File: config.mk
export PLATFORM = sky130hd
export DESIGN_NAME = skill_manager
export DESIGN_NICKNAME = d
export VERILOG_FILES = /design/src/rtl/skill_manager.sv
export SDC_FILE = /design/constraint.sdc
export NUM_CORES = 1
export LEC_CHECK = 0
export CAP_MARGIN = 0
export CORE_UTILIZATION = 28
export CTS_BUF_LIST = sky130_fd_sc_hd__clkbuf_4 sky130_fd_sc_hd__clkbuf_8
export CTS_CLUSTER_SIZE = 20
export DETAILED_ROUTE_END_ITERATION = 12
export PLACE_DENSITY = 0.55
export SKIP_CTS_REPAIR_TIMING = 1
export SLEW_MARGIN = 0
export SYNTH_ARGS = -nofsm -noshare
export SYNTH_HDL_FRONTEND = slang
export SYNTH_SLANG_ARGS = --single-unit
File: constraint.sdc
create_clock -name clk -period 1.81 [get_ports clk]
set_input_delay 0.362 -clock clk [delete_from_list [all_inputs] [get_ports clk]]
set_output_delay 0.362 -clock clk [all_outputs]
set_load 0.1 [all_outputs]
File: src/rtl/skill_manager.sv
// Skill bookkeeping stage for the ball controller and board-movement logic.
// Edge-detects the J/K/L skill keys, arbitrates one accept per tick (J > K > L),
// spends and regenerates skill points, and runs one duration timer per skill.
module skill_manager #(
    parameter int unsigned MAX_POINTS  = 3,
    parameter int unsigned REGEN_TICKS = 200,
    parameter int unsigned DUR0        = 100,
    parameter int unsigned DUR1        = 100,
    parameter int unsigned DUR2        = 60,
    parameter int unsigned SLOW_VX     = 10,
    parameter int unsigned FAST_VX     = 20
) (
    input  logic       clk,
    input  logic       rst,
    input  logic       en,
    input  logic [2:0] req,
    output logic [2:0] grant,
    output logic [2:0] active,
    output logic [1:0] skill_point,
    output logic [9:0] board_vx
);

    localparam logic [1:0]  MaxPts    = 2'(MAX_POINTS);
    localparam logic [7:0]  RegenLast = 8'(REGEN_TICKS - 1);
    localparam logic [23:0] DurVec    = {8'(DUR2), 8'(DUR1), 8'(DUR0)};
    localparam logic [9:0]  SlowVx    = 10'(SLOW_VX);
    localparam logic [9:0]  FastVx    = 10'(FAST_VX);

    logic [2:0]      req_q;
    logic [2:0]      grant_q, grant_d;
    logic [2:0]      active_q, active_d;
    logic [2:0][7:0] timer_q, timer_d;
    logic [7:0]      regen_q, regen_d;
    logic [1:0]      point_q, point_d;

    logic [2:0] rise;
    logic [2:0] cand;
    logic [2:0] sel;
    logic       accept;
    logic       wrap;

    // Rising-edge detect and fixed-priority pick of at most one skill.
    always_comb begin
        rise = req & ~req_q;
        cand = rise & ~active_q & {3{en && (point_q != 2'd0)}};
        sel  = 3'b000;
        if (cand[0]) begin
            sel = 3'b001;
        end else if (cand[1]) begin
            sel = 3'b010;
        end else if (cand[2]) begin
            sel = 3'b100;
        end
        accept  = |sel;
        grant_d = sel;
    end

    // Regen counter: runs only while enabled, wraps every REGEN_TICKS ticks.
    always_comb begin
        regen_d = 8'd0;
        wrap    = 1'b0;
        if (en) begin
            if (regen_q == RegenLast) begin
                wrap = 1'b1;
            end else begin
                regen_d = regen_q + 8'd1;
            end
        end
    end

    // Point bookkeeping; a spend and a regen on the same tick cancel out.
    always_comb begin
        point_d = point_q;
        if (accept && !wrap) begin
            point_d = point_q - 2'd1;
        end else if (wrap && !accept && (point_q < MaxPts)) begin
            point_d = point_q + 2'd1;
        end
    end

    // Per-skill duration timers; the timer reaching 1 ends the active window.
    always_comb begin
        timer_d  = timer_q;
        active_d = active_q;
        for (int i = 0; i < 3; i++) begin
            if (!en) begin
                timer_d[i]  = 8'd0;
                active_d[i] = 1'b0;
            end else if (sel[i]) begin
                timer_d[i]  = DurVec[8*i +: 8];
                active_d[i] = 1'b1;
            end else if (active_q[i]) begin
                if (timer_q[i] == 8'd1) begin
                    timer_d[i]  = 8'd0;
                    active_d[i] = 1'b0;
                end else begin
                    timer_d[i] = timer_q[i] - 8'd1;
                end
            end
        end
    end

    // Output mapping; board speed follows the registered skill-1 active bit.
    always_comb begin
        grant       = grant_q;
        active      = active_q;
        skill_point = point_q;
        board_vx    = active_q[1] ? FastVx : SlowVx;
    end

    // State registers with synchronous active-low reset.
    always_ff @(posedge clk) begin
        if (!rst) begin
            req_q    <= 3'b000;
            grant_q  <= 3'b000;
            active_q <= 3'b000;
            timer_q  <= '0;
            regen_q  <= 8'd0;
            point_q  <= 2'd0;
        end else begin
            req_q    <= req;
            grant_q  <= grant_d;
            active_q <= active_d;
            timer_q  <= timer_d;
            regen_q  <= regen_d;
            point_q  <= point_d;
        end
    end

endmodule

## Yosys cells after proc, flatten, opt, wreduce, memory -nomap -nowiden

Index checks and enable logic that the tools add are counted.

- Add/subtract/negate cells: 6
- Magnitude comparators: 1
- Equality and inequality tests: 4
- Muxes and demuxes: 26
- Bitwise operators: 7
- Reductions and logical operators: 17

Operator list:

| operator | number |
|---|---|
| 2-to-1 mux 7 bit | 4 |
| equality test 8 x 1 -> 1 bit (second input constant) | 3 |
| 2-to-1 mux 8 bit | 3 |
| subtractor 8 x 1 -> 8 bit (second input constant) | 3 |
| OR reduction 3 bit | 5 |
| 2-to-1 mux 6 bit | 2 |
| 2-to-1 mux 1 bit | 11 |
| nonzero test 2 bit | 5 |
| bitwise AND 3 bit | 3 |
| 2-to-1 mux 3 bit | 3 |
| adder 8 x 1 -> 8 bit (second input constant) | 1 |
| equality test 8 bit (second input constant) | 1 |
| inverter 3 bit | 2 |
| 2-to-1 mux 5 bit | 1 |
| logical AND 1 bit | 4 |
| 2-to-1 mux 2 bit | 2 |
| adder 2 x 1 -> 2 bit (second input constant) | 1 |
| logical NOT 1 bit | 2 |
| less-than comparator 2 bit (second input constant) | 1 |
| inverter 1 bit | 2 |
| AND reduction 2 bit | 1 |
| subtractor 2 x 1 -> 2 bit (second input constant) | 1 |

- Register bits after elaboration: 43
- Bits of input ports: 6
- Output and inout port bits: 18
- Logic and storage cells: 72

## Logic depth before layout (Yosys ltp)

- Word-level depth: 13
- Depth in mapped cells: 7
- Mapped depth without buffers: 6

## Worst setup path after synthesis

Ideal clock, no wire load.

- Path type: register to output
- From: register active_q[1] (netlist: active[1])
- To: output port board_vx[3]
- Arrival time: 2.295 ns
- Required time: 1.448 ns
- Setup slack: -0.847 ns
- Stages on the path, launching flop included: 3
- Path buffers: 1
- Path through: dfxtp_1 -> inv_1 -> buf_4

- Cells in the longest elaborated chain, start to end: 1

RTL lines:

| what | line | source |
|---|---|---|
| start: declaration | 31 | `logic [2:0] active_q, active_d;` |
| start signal: assignment | 123 | `active_q <= active_d;` |
| 2-to-1 mux 5 bit | 108 | `board_vx = active_q[1] ? FastVx : SlowVx;` |
| end: declaration | 20 | `output logic [9:0] board_vx` |

No other way between the ends.

## Final worst setup path

- From: input port req[0]
- To: register point_q[0] (netlist: skill_point[0])

- Cells in the longest elaborated chain, start to end: 9
- Elaborated cells between the ends (all ways): 11
- Classes of those cells: mux (2); bitwise (3); reduce/logical (6)

RTL lines:

| what | line | source |
|---|---|---|
| start: declaration | 16 | `input logic [2:0] req,` |
| bitwise AND 3 bit (*) | 44 | `rise = req & ~req_q;` |
| bitwise AND 3 bit (*) (2 in a row) | 45 | `cand = rise & ~active_q & {3{en && (point_q != 2'd0)}};` |
| 2-to-1 mux 3 bit (*) | 47 | `if (cand[0]) begin` |
| OR reduction 3 bit (*) | 54 | `accept = \|sel;` |
| logical NOT 1 bit | 76 | `end else if (wrap && !accept && (point_q < MaxPts)) begin` |
| logical AND 1 bit (2 in a row) | 76 |  |
| nonzero test 2 bit (no line) | -- |  |
| end signal: assignment | 126 | `point_q <= point_d;` |
| end: declaration | 34 | `logic [1:0] point_q, point_d;` |

Mark *: on every way between the ends. The rest lies on a longest branch, timed or not.
A chain may end at the register's enable or synchronous reset.

==> flow_summary.toml <==
[global_route]
antenna_found_initial = 0
grtUsageTotal = 0.1169
grt_max_degree = 15
grt_pass1_vias = 1553
grt-ovfl-total = 0
grt_first_pass_wirelength_um = 7072

[finish]
utilization = 0.3822
drive_above_1_share = 0.2122
nets = 290
area_growth_pct = 32.37
antennaDiodeCount = 0
final_cells = 377

[floorplanning]
fp.dieH_um = 88.26
die_area_um2 = 7789
initial_utilization = 0.2888
core_um2 = 7214
die_w_um = 88.26
ioPinCount = 24
rows = 31

[place]
place_hpwl_um = 3143
gp_congestion = 0.7498
dp.cells = 369
port_buffers = 17

[logic_synthesis]
yosysTopAreaCell = "dfxtp_1"
synthMuxAreaShare = 0.03063
yosys.area_share.simple = 0.2871
syn_inst = 241
ys.flop_type = "dfxtp_1"
synth_top_family_by_area = "simple AND/OR/NAND/NOR gates"
ys_warn_count = 0
synth_compound_gate_area_share = 0.1099
synth-seq-cells = 43
synthXorXnorAreaFrac = 0.04625
synthAdderAreaFrac = 0.04204
async_flop_share = 0
synth_seq_area_share = 0.4132
synth_edf_count = 0
synth_cell_type_count = 50
syn_area_um2 = 2083
avgSynthCellArea_um2 = 8.644
synth_top_cell_area_share = 0.4132
synth_area_leaders = "dfxtp_1 (41%), nor2_1 (5.9%), ha_1 (4.2%)"

[worst_setup_path]
endpoint_kind = "register"
worst_path_max_delay_cell = "clkdlybuf4s50_1"
crit_buf_inv = 2
r2r_start = "regen_q[0]$_SDFF_PP0_"
cp_cell_sequence = "clkdlybuf4s50_1, nor3b_1, buf_4, nor3_1, mux4_2, nor4bb_1"
crit_required_ns = 1.98
crit_path_max_incr_delay_ns = 0.45
crit_fanout = 3
critPathLaunch = "req[0]"
critPathLaunchType = "primary input"
crit_family = "simple AND/OR/NAND/NOR gates"
arrival_ns = 1.92
crit_type = "in -> reg"

[sta]
hold_viol = 0
final.min_clock_period_ns = 1.748
fmax_mhz = 572.0
slew_violations = 0
setup_viol = 0
rsz0062_at_grt = "false"
finalClockSkew_ns = 0.006097
min_period_over_period = 0.9659

[power]
power_density_nw_per_um2 = 739.9
vdd_drop_max_mv = 0.3156
p_leak_nw = 1.028
power.total_w = 0.002041

[run_status]
outcome = "finished, final reports clean"

[clock_network]
insertion_delay_ns = 0.29
cts-htree-levels = 2
clk_path_buf_depth = 2
cts_tree = "yes"
cts_buffers = 5
cts.clk_slew.worst_paths_ns = 0.08
cts-root-buf = "clkbuf_8"
cts_sinks = 43

[min_path]
holdCritPathClass = "reg -> reg"
min_from = "regen_q[0]$_SDFF_PP0_"

[drt]
drt-initial-drc-count = 91
ant_nets = 0
drt_wl_total_um = 4076
wl_per_cell_um = 10.81
viasPerCell = 4.464
first_pass_iters = 4
vias = 1683
drc = 0

[run]
drv_cap = 0
==> area by class of cell <==
type / count / area (µm²)
sequential: 43 / 877.1
tap: 99 / 123.9
fill: 756 / 4457
timing repair buffer: 40 / 462.9
clock buffer: 5 / 68.82
multi-input combinational: 175 / 1110
clock inverter: 3 / 66.31
inverter: 12 / 48.80
==> flip-flops by register name (all words and copies together) (netlist names) <==
name,cells
active,3
grant,3
regen_q,8
req_q,3
skill_point,2
timer_q,24
==> synthesized netlist by cell type, drive strengths merged, types with 2 or more instances <==
cell,count
inv,12
ha,7
clkbuf,3
and2,4
nand3,9
a211oi,3
nor2b,3
xnor2,8
dfxtp,43
xor2,3
or4b,2
o21ai,4
nor3b,5
or3,7
mux2i,3
nor3,9
and3,4
a21oi,9
or4,2
a31oi,8
nand2,17
nor4,3
buf,13
nor2,33
nand2b,4
or3b,2
==> kinds of logic after synthesis <==
| family | Yosys count |
|---|---|
| flip-flops | 43 |
| multiplexers | 5 |
| other | 1 |
| XOR/XNOR | 11 |
| AO/OA/AOI/OAI | 35 |
| buffers and inverters | 28 |
| adder cells (fa/ha/maj) | 7 |
| AND/OR/NAND/NOR | 111 |
==> worst paths after layout <==
check / to / slack, ns / cells after the start
max: skill_point[0]$_SDFFE_PN0P_ / 0.06 / 6
min: regen_q[0]$_SDFF_PP0_ / 0.46 / 1
max reg2reg: skill_point[0]$_SDFFE_PN0P_ / 0.11 / 5
min reg2reg: regen_q[0]$_SDFF_PP0_ / 0.46 / 1
==> metrics by stage <==
stage	setup WS (ns)	hold slack (ns)	TNS [ns]	area, µm²
CTS	0.08221	0.4623	0	2751
global placement	-0.1920	0.4320	-2.685	2616
global route	0.0004277	0.4838	0	2758
finish	0.06167	0.4606	0	2758
detailed placement	-0.2294	0.4488	-2.951	2616
floorplan	-0.06464	0.4179	-0.06464	2135
==> placed cells by master, fill, tap and decap left out, types with 3 or more instances in the layout <==
master	count
a211oi_1	3
a21oi_1	9
a31oi_1	8
and2_1	4
and3_1	4
buf_12	12
buf_4	23
clkbuf_8	5
clkdlybuf4s50_1	5
conb_1	6
dfxtp_1	38
dfxtp_4	4
ha_1	7
inv_1	11
mux2i_1	3
nand2_1	17
nand2b_1	4
nand3_1	9
nor2_1	33
nor2b_1	3
nor3_1	9
nor3b_1	5
o21ai_0	4
or3_1	7
xnor2_1	8
xor2_1	3
==> metal layers <==
layer	GRT usage	up-vias	wire, µm	share of wire
li1	-	891	-	-
met1	0.1594	768	2113	0.52
met2	0.1832	20	1825	0.45
met3	0.03078	4	103	0.025
met4	0.03079	0	35	0.0086
met5	0	-	0	0
==> power breakdown <==
part	internal, W	switching, W
Clock	0.000551	0.000330
Combinational	0.0000693	0.000128
Sequential	0.000951	0.0000109
Total	0.00157	0.000469
No activity file was read; power rests on OpenSTA's default activity.
